===== config.mk =====
export PLATFORM = sky130hd
export DESIGN_NAME = evm_ballot_unit_flat
export DESIGN_NICKNAME = d
export VERILOG_FILES = /design/src/rtl/evm_pkg.sv /design/src/rtl/evm_ballot_unit_if.sv /design/src/rtl/evm_key_debounce.sv /design/src/rtl/evm_ballot_unit.sv /design/src/flat_wrapper.sv
export SDC_FILE = /design/constraint.sdc
export NUM_CORES = 1
export LEC_CHECK = 0
export ABC_AREA = 1
export ABC_CLOCK_PERIOD_IN_PS = 1800
export CAP_MARGIN = 5
export CORE_MARGIN = 2
export CORE_UTILIZATION = 35
export CTS_CLUSTER_DIAMETER = 40
export CTS_CLUSTER_SIZE = 25
export DETAILED_ROUTE_END_ITERATION = 16
export DONT_BUFFER_PORTS = 1
export HOLD_SLACK_MARGIN = 0.12
export PLACE_DENSITY = 0.61
export SLEW_MARGIN = 10
export SYNTH_ARGS = -nofsm -noshare
export SYNTH_HDL_FRONTEND = slang
export SYNTH_SLANG_ARGS = --single-unit

===== constraint.sdc =====
create_clock -name clk -period 1.8 [get_ports clk]
set_input_delay 0.36 -clock clk [delete_from_list [all_inputs] [get_ports clk]]
set_output_delay 0.36 -clock clk [all_outputs]
set_load 0.01 [all_outputs]

===== src/rtl/evm_pkg.sv =====
// evm_pkg: ballot states, one-hot party codes and active-low seven-segment digits
//   NUM_PARTY is fixed at 4 party keys / one-hot width in this revision.
package evm_pkg;
    localparam int NUM_PARTY = 4;
    typedef enum logic [2:0] {IDLE, ARMED, SETUP, STROBE, RELEASE} ballot_state_t;
    localparam logic [NUM_PARTY-1:0] PARTY1 = 4'b0001;
    localparam logic [NUM_PARTY-1:0] PARTY2 = 4'b0010;
    localparam logic [NUM_PARTY-1:0] PARTY3 = 4'b0100;
    localparam logic [NUM_PARTY-1:0] PARTY4 = 4'b1000;
    localparam logic [6:0] SEG_BLANK = 7'b1111111;
    localparam logic [6:0] SEG_DIGIT [0:9] = '{
        7'b0000001, 7'b1001111, 7'b0010010, 7'b0000110, 7'b1001100,
        7'b0100100, 7'b0100000, 7'b0001111, 7'b0000000, 7'b0000100
    };
    function automatic logic one_hot(input logic [NUM_PARTY-1:0] k);
        return (k != '0) && ((k & (k - 1'b1)) == '0);
    endfunction
    function automatic logic [6:0] party_digit(input logic [NUM_PARTY-1:0] code);
        return code == PARTY1 ? SEG_DIGIT[1] :
               code == PARTY2 ? SEG_DIGIT[2] :
               code == PARTY3 ? SEG_DIGIT[3] :
               code == PARTY4 ? SEG_DIGIT[4] : SEG_BLANK;
    endfunction
endpackage


===== src/rtl/evm_ballot_unit_if.sv =====
// evm_ballot_unit_if: keypad/control inputs and counter-side outputs of the ballot unit
//   master: the ballot unit (drives voter_switch/push_button and status lamps)
//   slave : the surrounding control unit, keypad and counter
interface evm_ballot_unit_if;
    import evm_pkg::*;
    logic                 ballot_issue;
    logic [NUM_PARTY-1:0] party_key;
    logic [NUM_PARTY-1:0] voter_switch;
    logic                 push_button;
    logic                 ballot_ready;
    logic                 busy;
    logic                 invalid_press;
    logic                 vote_done;
    logic                 ballot_expired;
    logic [6:0]           party_seg;
    modport master (
        input  ballot_issue, party_key,
        output voter_switch, push_button, ballot_ready, busy,
               invalid_press, vote_done, ballot_expired, party_seg
    );
    modport slave (
        output ballot_issue, party_key,
        input  voter_switch, push_button, ballot_ready, busy,
               invalid_press, vote_done, ballot_expired, party_seg
    );
endinterface


===== src/rtl/evm_key_debounce.sv =====
// evm_key_debounce: two-flop synchronizer plus stable-sample counter for one key
//   clk, reset (async, active-high); key_raw asynchronous input; key_db debounced level
module evm_key_debounce #(
    parameter int DEBOUNCE_CYCLES = 16
) (
    input  logic clk,
    input  logic reset,
    input  logic key_raw,
    output logic key_db
);
    localparam int CW = $clog2(DEBOUNCE_CYCLES + 1);
    logic          s1_q, s2_q, db_q, db_d;
    logic [CW-1:0] cnt_q, cnt_d;
    // counter only advances while the synchronized level disagrees with the accepted one
    always_comb begin
        db_d  = db_q;
        cnt_d = '0;
        if (s2_q != db_q) begin
            if (cnt_q == CW'(DEBOUNCE_CYCLES - 1)) db_d = s2_q;
            else cnt_d = cnt_q + 1'b1;
        end
    end
    always_ff @(posedge clk or posedge reset) begin
        if (reset) begin
            s1_q  <= 1'b0;
            s2_q  <= 1'b0;
            db_q  <= 1'b0;
            cnt_q <= '0;
        end else begin
            s1_q  <= key_raw;
            s2_q  <= s1_q;
            db_q  <= db_d;
            cnt_q <= cnt_d;
        end
    end
    assign key_db = db_q;
endmodule


===== src/rtl/evm_ballot_unit.sv =====
// evm_ballot_unit: one-vote-per-ballot keypad front end for the vote counter
//   clk, reset (async, active-high); bus (master): ballot_issue/party_key in,
//   voter_switch/push_button to counter, ballot_ready/busy/invalid_press lamps,
//   vote_done/ballot_expired pulses, party_seg active-low confirmation digit
module evm_ballot_unit
    import evm_pkg::*;
#(
    parameter int DEBOUNCE_CYCLES = 16,
    parameter int SETUP_CYCLES    = 2,
    parameter int STROBE_CYCLES   = 4,
    parameter int TIMEOUT_CYCLES  = 1024
) (
    input logic               clk,
    input logic               reset,
    evm_ballot_unit_if.master bus
);
    localparam int MAX_SS     = SETUP_CYCLES > STROBE_CYCLES ? SETUP_CYCLES : STROBE_CYCLES;
    localparam int MAX_CYCLES = TIMEOUT_CYCLES > MAX_SS ? TIMEOUT_CYCLES : MAX_SS;
    localparam int CW         = $clog2(MAX_CYCLES + 1);
    ballot_state_t        state_q, state_d;
    logic [CW-1:0]        cnt_q, cnt_d, cnt_inc;
    logic [NUM_PARTY-1:0] key_db, vs_q, vs_d;
    logic                 push_q, push_d, done_q, done_d, exp_q, exp_d;
    for (genvar i = 0; i < NUM_PARTY; i++) begin : g_key
        evm_key_debounce #(.DEBOUNCE_CYCLES(DEBOUNCE_CYCLES)) u_db (
            .clk     (clk),
            .reset   (reset),
            .key_raw (bus.party_key[i]),
            .key_db  (key_db[i])
        );
    end
    // one counter serves the timeout, setup and strobe phases; it saturates rather than wraps
    assign cnt_inc = cnt_q == CW'(MAX_CYCLES) ? cnt_q : cnt_q + 1'b1;
    always_comb begin
        state_d = state_q;
        cnt_d   = cnt_q;
        vs_d    = vs_q;
        done_d  = 1'b0;
        exp_d   = 1'b0;
        unique case (state_q)
            IDLE: if (bus.ballot_issue) begin
                state_d = ARMED;
                cnt_d   = '0;
            end
            ARMED: begin
                cnt_d = cnt_inc;
                // a valid key wins over a timeout landing in the same cycle
                if (one_hot(key_db)) begin
                    state_d = SETUP;
                    vs_d    = key_db;
                    cnt_d   = '0;
                end else if (cnt_inc == CW'(TIMEOUT_CYCLES)) begin
                    state_d = IDLE;
                    exp_d   = 1'b1;
                    cnt_d   = '0;
                end
            end
            SETUP: begin
                cnt_d = cnt_inc;
                if (cnt_inc == CW'(SETUP_CYCLES)) begin
                    state_d = STROBE;
                    cnt_d   = '0;
                end
            end
            STROBE: begin
                cnt_d = cnt_inc;
                if (cnt_inc == CW'(STROBE_CYCLES)) begin
                    state_d = RELEASE;
                    cnt_d   = '0;
                end
            end
            RELEASE: if (key_db == '0) begin
                state_d = IDLE;
                vs_d    = '0;
                done_d  = 1'b1;
            end
            default: state_d = IDLE;
        endcase
    end
    // strobe is registered from the next state so it rises and falls on clean edges
    assign push_d = state_d == STROBE;
    always_ff @(posedge clk or posedge reset) begin
        if (reset) begin
            state_q <= IDLE;
            cnt_q   <= '0;
            vs_q    <= '0;
            push_q  <= 1'b0;
            done_q  <= 1'b0;
            exp_q   <= 1'b0;
        end else begin
            state_q <= state_d;
            cnt_q   <= cnt_d;
            vs_q    <= vs_d;
            push_q  <= push_d;
            done_q  <= done_d;
            exp_q   <= exp_d;
        end
    end
    assign bus.voter_switch   = vs_q;
    assign bus.push_button    = push_q;
    assign bus.ballot_ready   = state_q == ARMED;
    assign bus.busy           = state_q != IDLE;
    assign bus.invalid_press  = state_q == ARMED && key_db != '0 && !one_hot(key_db);
    assign bus.vote_done      = done_q;
    assign bus.ballot_expired = exp_q;
    assign bus.party_seg      = party_digit(vs_q);
endmodule


===== src/flat_wrapper.sv =====
// flat-port wrapper written by rule: the top's interface ports become plain ports
module evm_ballot_unit_flat import evm_pkg::*;
#(
    parameter int DEBOUNCE_CYCLES = 16,
    parameter int SETUP_CYCLES    = 2,
    parameter int STROBE_CYCLES   = 4,
    parameter int TIMEOUT_CYCLES  = 1024
)
  (clk, reset, bus_ballot_issue, bus_party_key, bus_voter_switch, bus_push_button, bus_ballot_ready, bus_busy, bus_invalid_press, bus_vote_done, bus_ballot_expired, bus_party_seg);
  evm_ballot_unit_if bus_i ();
  input logic clk;
  input logic reset;
  input wire logic [$bits(bus_i.ballot_issue)-1:0] bus_ballot_issue;
  input wire logic [$bits(bus_i.party_key)-1:0] bus_party_key;
  output wire logic [$bits(bus_i.voter_switch)-1:0] bus_voter_switch;
  output wire logic [$bits(bus_i.push_button)-1:0] bus_push_button;
  output wire logic [$bits(bus_i.ballot_ready)-1:0] bus_ballot_ready;
  output wire logic [$bits(bus_i.busy)-1:0] bus_busy;
  output wire logic [$bits(bus_i.invalid_press)-1:0] bus_invalid_press;
  output wire logic [$bits(bus_i.vote_done)-1:0] bus_vote_done;
  output wire logic [$bits(bus_i.ballot_expired)-1:0] bus_ballot_expired;
  output wire logic [$bits(bus_i.party_seg)-1:0] bus_party_seg;
  assign bus_i.ballot_issue = bus_ballot_issue;
  assign bus_i.party_key = bus_party_key;
  assign bus_voter_switch = bus_i.voter_switch;
  assign bus_push_button = bus_i.push_button;
  assign bus_ballot_ready = bus_i.ballot_ready;
  assign bus_busy = bus_i.busy;
  assign bus_invalid_press = bus_i.invalid_press;
  assign bus_vote_done = bus_i.vote_done;
  assign bus_ballot_expired = bus_i.ballot_expired;
  assign bus_party_seg = bus_i.party_seg;
  evm_ballot_unit #(.DEBOUNCE_CYCLES(DEBOUNCE_CYCLES), .SETUP_CYCLES(SETUP_CYCLES), .STROBE_CYCLES(STROBE_CYCLES), .TIMEOUT_CYCLES(TIMEOUT_CYCLES)) u_core (.clk(clk), .reset(reset), .bus(bus_i));
endmodule

Yosys cells after proc, flatten, opt, wreduce, memory -nomap -nowiden
Cells that the tools add are included.

Register bits after elaboration: 53. Bits in latches: 0. Memory bits (writable): 0. Memory bits (read-only): 0. Input port bits: 7. Logic and storage cells: 104. Memories kept: 0.

$add $sub $neg: 6. Multipliers: 0. Divide/modulo/power cells: 0. $lt $le $gt $ge: 0. Eq/ne operators: 24. Shift-type cells: 0. Multiplexer cells: 34. Bitwise logic cells: 1. Reduce and logical (&&, ||, !) cells: 17.

Operators by type and width (number): 11-bit 2-to-1 mux (6); 11-bit case mux with 4 select lines (1); 5-bit 2-to-1 mux (8); 11-bit equality test, second input constant (2); 7-bit 2-to-1 mux (3); 5-bit by 1-bit adder with 5-bit output, second input constant (4); 5-bit by 4-bit equality test with 1-bit output, second input constant (4); 3-bit 2-to-1 mux (6); 3-bit case mux with 5 select lines (1); 11-bit by 1-bit adder with 11-bit output, second input constant (1); 11-bit by 2-bit equality test with 1-bit output, second input constant (1); 11-bit by 3-bit equality test with 1-bit output, second input constant (1); 2-bit AND reduction (5); 3-bit by 2-bit equality test with 1-bit output, second input constant (3); 4-bit zero test (2); 4-bit 2-to-1 mux (2); 4-bit case mux with 2 select lines (1); 4-bit nonzero test (2); 6-bit 2-to-1 mux (1); 1-bit 2-to-1 mux (5); 4-bit AND (1); 4-bit by 1-bit equality test with 1-bit output, second input constant (1); 4-bit by 2-bit equality test with 1-bit output, second input constant (1); 4-bit by 3-bit equality test with 1-bit output, second input constant (1); other kinds (13) (19).

Longest topological paths before layout
Depth after elaboration: 7. Gate-level depth with buffers: 13. Mapped depth without buffers: 13.

Hierarchy
A second synthesis with hierarchy kept.

Cells, all modules: 373. Area total of the unflattened synthesis: 2836.5 µm².

Modules (own cells, without submodules): evm_ballot_unit (times used 1, cells each 225, area each 1515.2 µm²); evm_key_debounce (times used 4, cells each 37, area each 330.3 µm²).

Worst setup path before layout
Ideal clock, no wire load.

Path type: register -> register. Start: reg u_core.cnt_q[0]. End: reg u_core.push_q (netlist: u_core.bus.push_button). Setup time: 122 ps. Data arrival time: 1629 ps. Path slack: 48 ps. Stages on the path, launching flop included: 13. Path buffers: 0. Period minus slack after synthesis: 1752 ps. Cell sequence: dfrtp_1 > ha_1 > nand3_4 > o21ai_2 > nand2_2 > inv_1 > nand2_1 > nor2_4 > nand3_1 > nand2_1 > nand2_1 > nor2_2 > nor2_1.

Cells in the longest elaborated chain, start to end: 7. Elaborated cells on any way between the ends: 12. Those cells by class: 1 x add/sub; 5 x eq/ne; 6 x mux.

RTL lines: start: declaration (RTL line evm_ballot_unit.sv:21) `logic [CW-1:0] cnt_q, cnt_d, cnt_inc;`; start signal: assignment (RTL line evm_ballot_unit.sv:92) `cnt_q <= cnt_d;`; 11-bit by 1-bit adder with 11-bit output / 11-bit equality test (equally long branches) (RTL line evm_ballot_unit.sv:33) `assign cnt_inc = cnt_q == CW'(MAX_CYCLES) ? cnt_q : cnt_q + 1'b1;`; 11-bit 2-to-1 mux (*) (RTL line evm_ballot_unit.sv:33); 11-bit equality test (RTL line evm_ballot_unit.sv:52) `end else if (cnt_inc == CW'(TIMEOUT_CYCLES)) begin`; 3-bit 2-to-1 mux (RTL line evm_ballot_unit.sv:52); 3-bit 2-to-1 mux (RTL line evm_ballot_unit.sv:48) `if (one_hot(key_db)) begin`; 3-bit case mux with 5 select lines (*) (RTL line evm_ballot_unit.sv:40) `unique case (state_q)`; 3-bit by 2-bit equality test with 1-bit output (*) (RTL line evm_ballot_unit.sv:81) `assign push_d = state_d == STROBE;`; via u_core.push_d (RTL line evm_ballot_unit.sv:23) `logic push_q, push_d, done_q, done_d, exp_q, exp_d;`; end signal: assignment (RTL line evm_ballot_unit.sv:94) `push_q <= push_d;`; end: declaration (RTL line evm_ballot_unit.sv:23).

Mark *: on every way through the listed nets, which the timed path passes. The rest lies on a longest branch. A chain may end at the register's enable or synchronous reset.

Worst setup path in the final report
Ends and elaborated chain as after synthesis.

==> impl_metrics.ini <==
[run_status]
status = finished with violations
violations = negative setup slack

[drt]
viasPerCell = 4.83
firstDrtPassIters = 4
drc = 0
wl_per_cell_um = 12.5
dr_total_vias = 2392
wirelength_mm = 6.21
final_antenna_net_count = 0
first_iter_violations = 108

[sta]
report.final.slew_viol_count = 0
hold_violations = 0
skew_ns = 0.0103
period_share_pct = 103
max_clock_freq_mhz = 540
setup_slack_ns = -0.0504
setup_viol = 3
max_slew.worst_pin.slew_ns = 0.449
final.min_clock_period_ns = 1.85
rsz0062_at_grt = yes
holdWs_ns = 0.332
relSlewSlack_pct = 70.0

[cts]
max-clock-path-buffers = 2
cts_tree = done
cts-root-buf = clkbuf_8
cts_buffers = 5
cts.clk_slew.worst_paths_ns = 0.10
clk_latency_ns = 0.31
htreeDepth = 2
clock-sinks = 53

[power]
fin_total_pwr_w = 0.00387
sw_frac_of_total_pct = 39.6
comb_power_share_pct = 44.4
p_switching_w = 0.00154
power_density_nw_per_um2 = 1120
p_int_w = 0.00234
leakagePower_nw = 1.61
seq_power_share_pct = 38.4
clockPowerShare_pct = 17.2
ir_worst_vdd_uv = 464

[placement]
portBuffers = 0
dp_hpwl_mm = 4.48
gp_congestion = 0.879
place_ws_ns = -0.0608

[setup_path]
end_kind = flip-flop
startpoint = u_core.cnt_q[0]$_DFFE_PP0P_
worstSetupEndpoint = u_core.bus.push_button$_DFF_PP0_
crit_fanout = 4
worst-r2r-setup-slack_ns = -0.05
r2r-start = u_core.cnt_q[0]$_DFFE_PP0P_
r2r_end = u_core.bus.push_button$_DFF_PP0_
worstPathArrival_ns = 2.06
critPathKind = flip-flop to flip-flop
reg2regPathDepth = 14
start_kind = flip-flop
critPathRequiredTime_ns = 2.00

[grt]
antenna_found_initial = 0
grt_pass1_wl_mm = 10.4
grt_overflow = 0
grt_pass1_vias = 2314
gr-usage-all-layers_pct = 15.0
grt_max_degree = 32

[floorplanning]
fp.dieH_um = 93.6
die_w_um = 93.6
rows = 32
core_um2 = 7770
start_util_pct = 36.2
design.die.area_um2 = 8770
boundaryPins = 24

[yosys]
netlist_area_um2 = 2810
synthCells = 353
synth_mux_area_share_pct = 0.801
synth_xor_area_share_pct = 3.74
yosys.area.top_type = dfrtp_1
synth_compound_area_share_pct = 7.21
yosysTopAreaCellShare_pct = 47.2
synth_area_leaders = dfrtp_1, nand2_1, inv_1
synthAdderAreaFrac_pct = 3.11
synth_top_family_by_area = simple AND/OR/NAND/NOR gates
ys_ff_latch = 53
syn_nets = 367
ys_seq_area_share_pct = 47.2
syn_area_per_cell_um2 = 7.97
synth_simple_gate_area_share_pct = 30.5
ys_warn_count = 0
yosysUniqueCellTypes = 29

[job]
maxCapViolations = 0

[final_layout]
drive_gt1_share_pct = 24.9
antenna_cells = 0
layout.nets = 406
syn_to_final_growth_pct = 22.7

[worst_hold_path]
hold_path_class = input pin to flip-flop
==> cells by family after synthesis <==
logic type      count (synthesis)
mux                             2
flops                          53
compound gates                 36
xor+xnor                       12
fa+ha+maj                       7
buf+inv                        55
simple gates                  188
==> routing by layer <==
| layer | wire [um] | part of all wire (%) | track usage [%] |
|---|---|---|---|
| met5 | 0 | 0 | 0 |
| met4 | 125 | 2.0 | 5.80 |
| met3 | 214 | 3.4 | 3.14 |
| met2 | 2900 | 47 | 25.1 |
| met1 | 2960 | 48 | 19.0 |
==> layout by cell type, fill, tap and decap left out, types with 8 or more instances in the layout <==
cell type	instances
inv_2	8
xor2_1	8
buf_4	28
inv_1	41
dfrtp_1	44
nor2_1	43
dfrtp_2	9
nand2_1	60
nand2_2	13
nand3_1	33
o21ai_0	17
==> power by group through the flow <==
stage / logic (W) / registers, W / clock network (W)
final: 0.00172 / 0.00149 / 0.000667
after global routing: 0.00191 / 0.00151 / 0.000752
after CTS: 0.00159 / 0.00148 / 0.000690
after detailed placement: 0.00132 / 0.00148 / 0
after global placement: 0.00130 / 0.00148 / 0
after floorplan: 0.000913 / 0.00146 / 0
==> flip-flops by register name, indices dropped and copies added (netlist names) <==
signal                     cells
u_core.bus.ballot_expired      1
u_core.bus.push_button         1
u_core.bus.vote_done           1
u_core.bus.voter_switch        4
u_core.cnt_q                  11
u_core.g_key.u_db.cnt_q       20
u_core.g_key.u_db.key_db       4
u_core.g_key.u_db.s1_q         4
u_core.g_key.u_db.s2_q         4
u_core.state_q                 3
==> cells in the mapped netlist <==
cell      instances
clkbuf_1          2
clkinv_1          1
a21oi_1           7
dfrtp_1          53
o211ai_1          6
mux2_2            2
nor2_1           50
buf_4             1
nand4_1           5
o21ai_0          17
nand3_4           1
xnor2_1           4
nor3_1           10
o21ai_1           2
o22ai_1           2
nand3_2           2
a31oi_1           1
nand2_1          67
o21ai_2           1
inv_2             1
xor2_1            8
nor2_4            2
nor2_2            4
nand2_2           6
nand3_1          36
ha_1              7
inv_1            50
and3_1            4
nor3_2            1
==> repair_timing <==
action	in CTS	in global routing
pin swaps	8	8
endpoints found under the setup margin	9	15
hold buffers	5	0
hold endpoints to repair	57	0
gates resized for setup	24	30
setup buffers	7	4
==> worst min-delay path by stage <==
stage | slack [ns] | startpoint | cells past startpoint | end
floorplan | 0.33 | u_core.g_key[0].u_db.s1_q$_DFF_PP0_ | 0 | u_core.g_key[0].u_db.s2_q$_DFF_PP0_
global route | 0.37 | u_core.g_key[0].u_db.s1_q$_DFF_PP0_ | 0 | u_core.g_key[0].u_db.s2_q$_DFF_PP0_
CTS | 0.28 | bus_ballot_issue | 4 | u_core.state_q[0]$_DFF_PP0_
global placement | 0.32 | reset | 2 | u_core.g_key[1].u_db.cnt_q[3]$_DFF_PP0_
detailed placement | 0.32 | reset | 2 | u_core.g_key[1].u_db.cnt_q[3]$_DFF_PP0_
finish | 0.33 | bus_ballot_issue | 4 | u_core.state_q[0]$_DFF_PP0_
==> critical path, stage by stage, from the launching register on <==
cell and delay (ns):
dfrtp_2 0.46, buf_6 0.14, inv_4 0.06, ha_4 0.13, nand3_2 0.08, nor2_2 0.13
nand2_2 0.08, nand2_2 0.09, nand2_2 0.06, nor2_1 0.12, nand3_1 0.12, nand2_2 0.09
nand2_2 0.06, nor2_4 0.08, nor2_1 0.05
==> per-stage QoR <==
step                instance area, um^2  setup TNS, ns  instances  util (%)
floorplan                          2810              0        353         -
global placement                   3080        -0.0230        472      39.6
detailed placement                 3080         -0.123        472      39.6
CTS                                3340        -0.0222        492      43.0
global route                       3450         -0.846        495      44.4
finish                             3450         -0.115        495      44.4
==> layout make-up <==
type / count / area, um^2
Multi-Input combinational cell: 245 / 1420
Clock inverter: 2 / 15.0
Clock buffer: 6 / 72.6
Fill cell: 762 / 4320
Timing Repair Buffer: 35 / 283
Sequential cell: 53 / 1340
Tap cell: 102 / 128
Inverter: 52 / 200
Note: power is estimated with default switching activity, not from simulation.
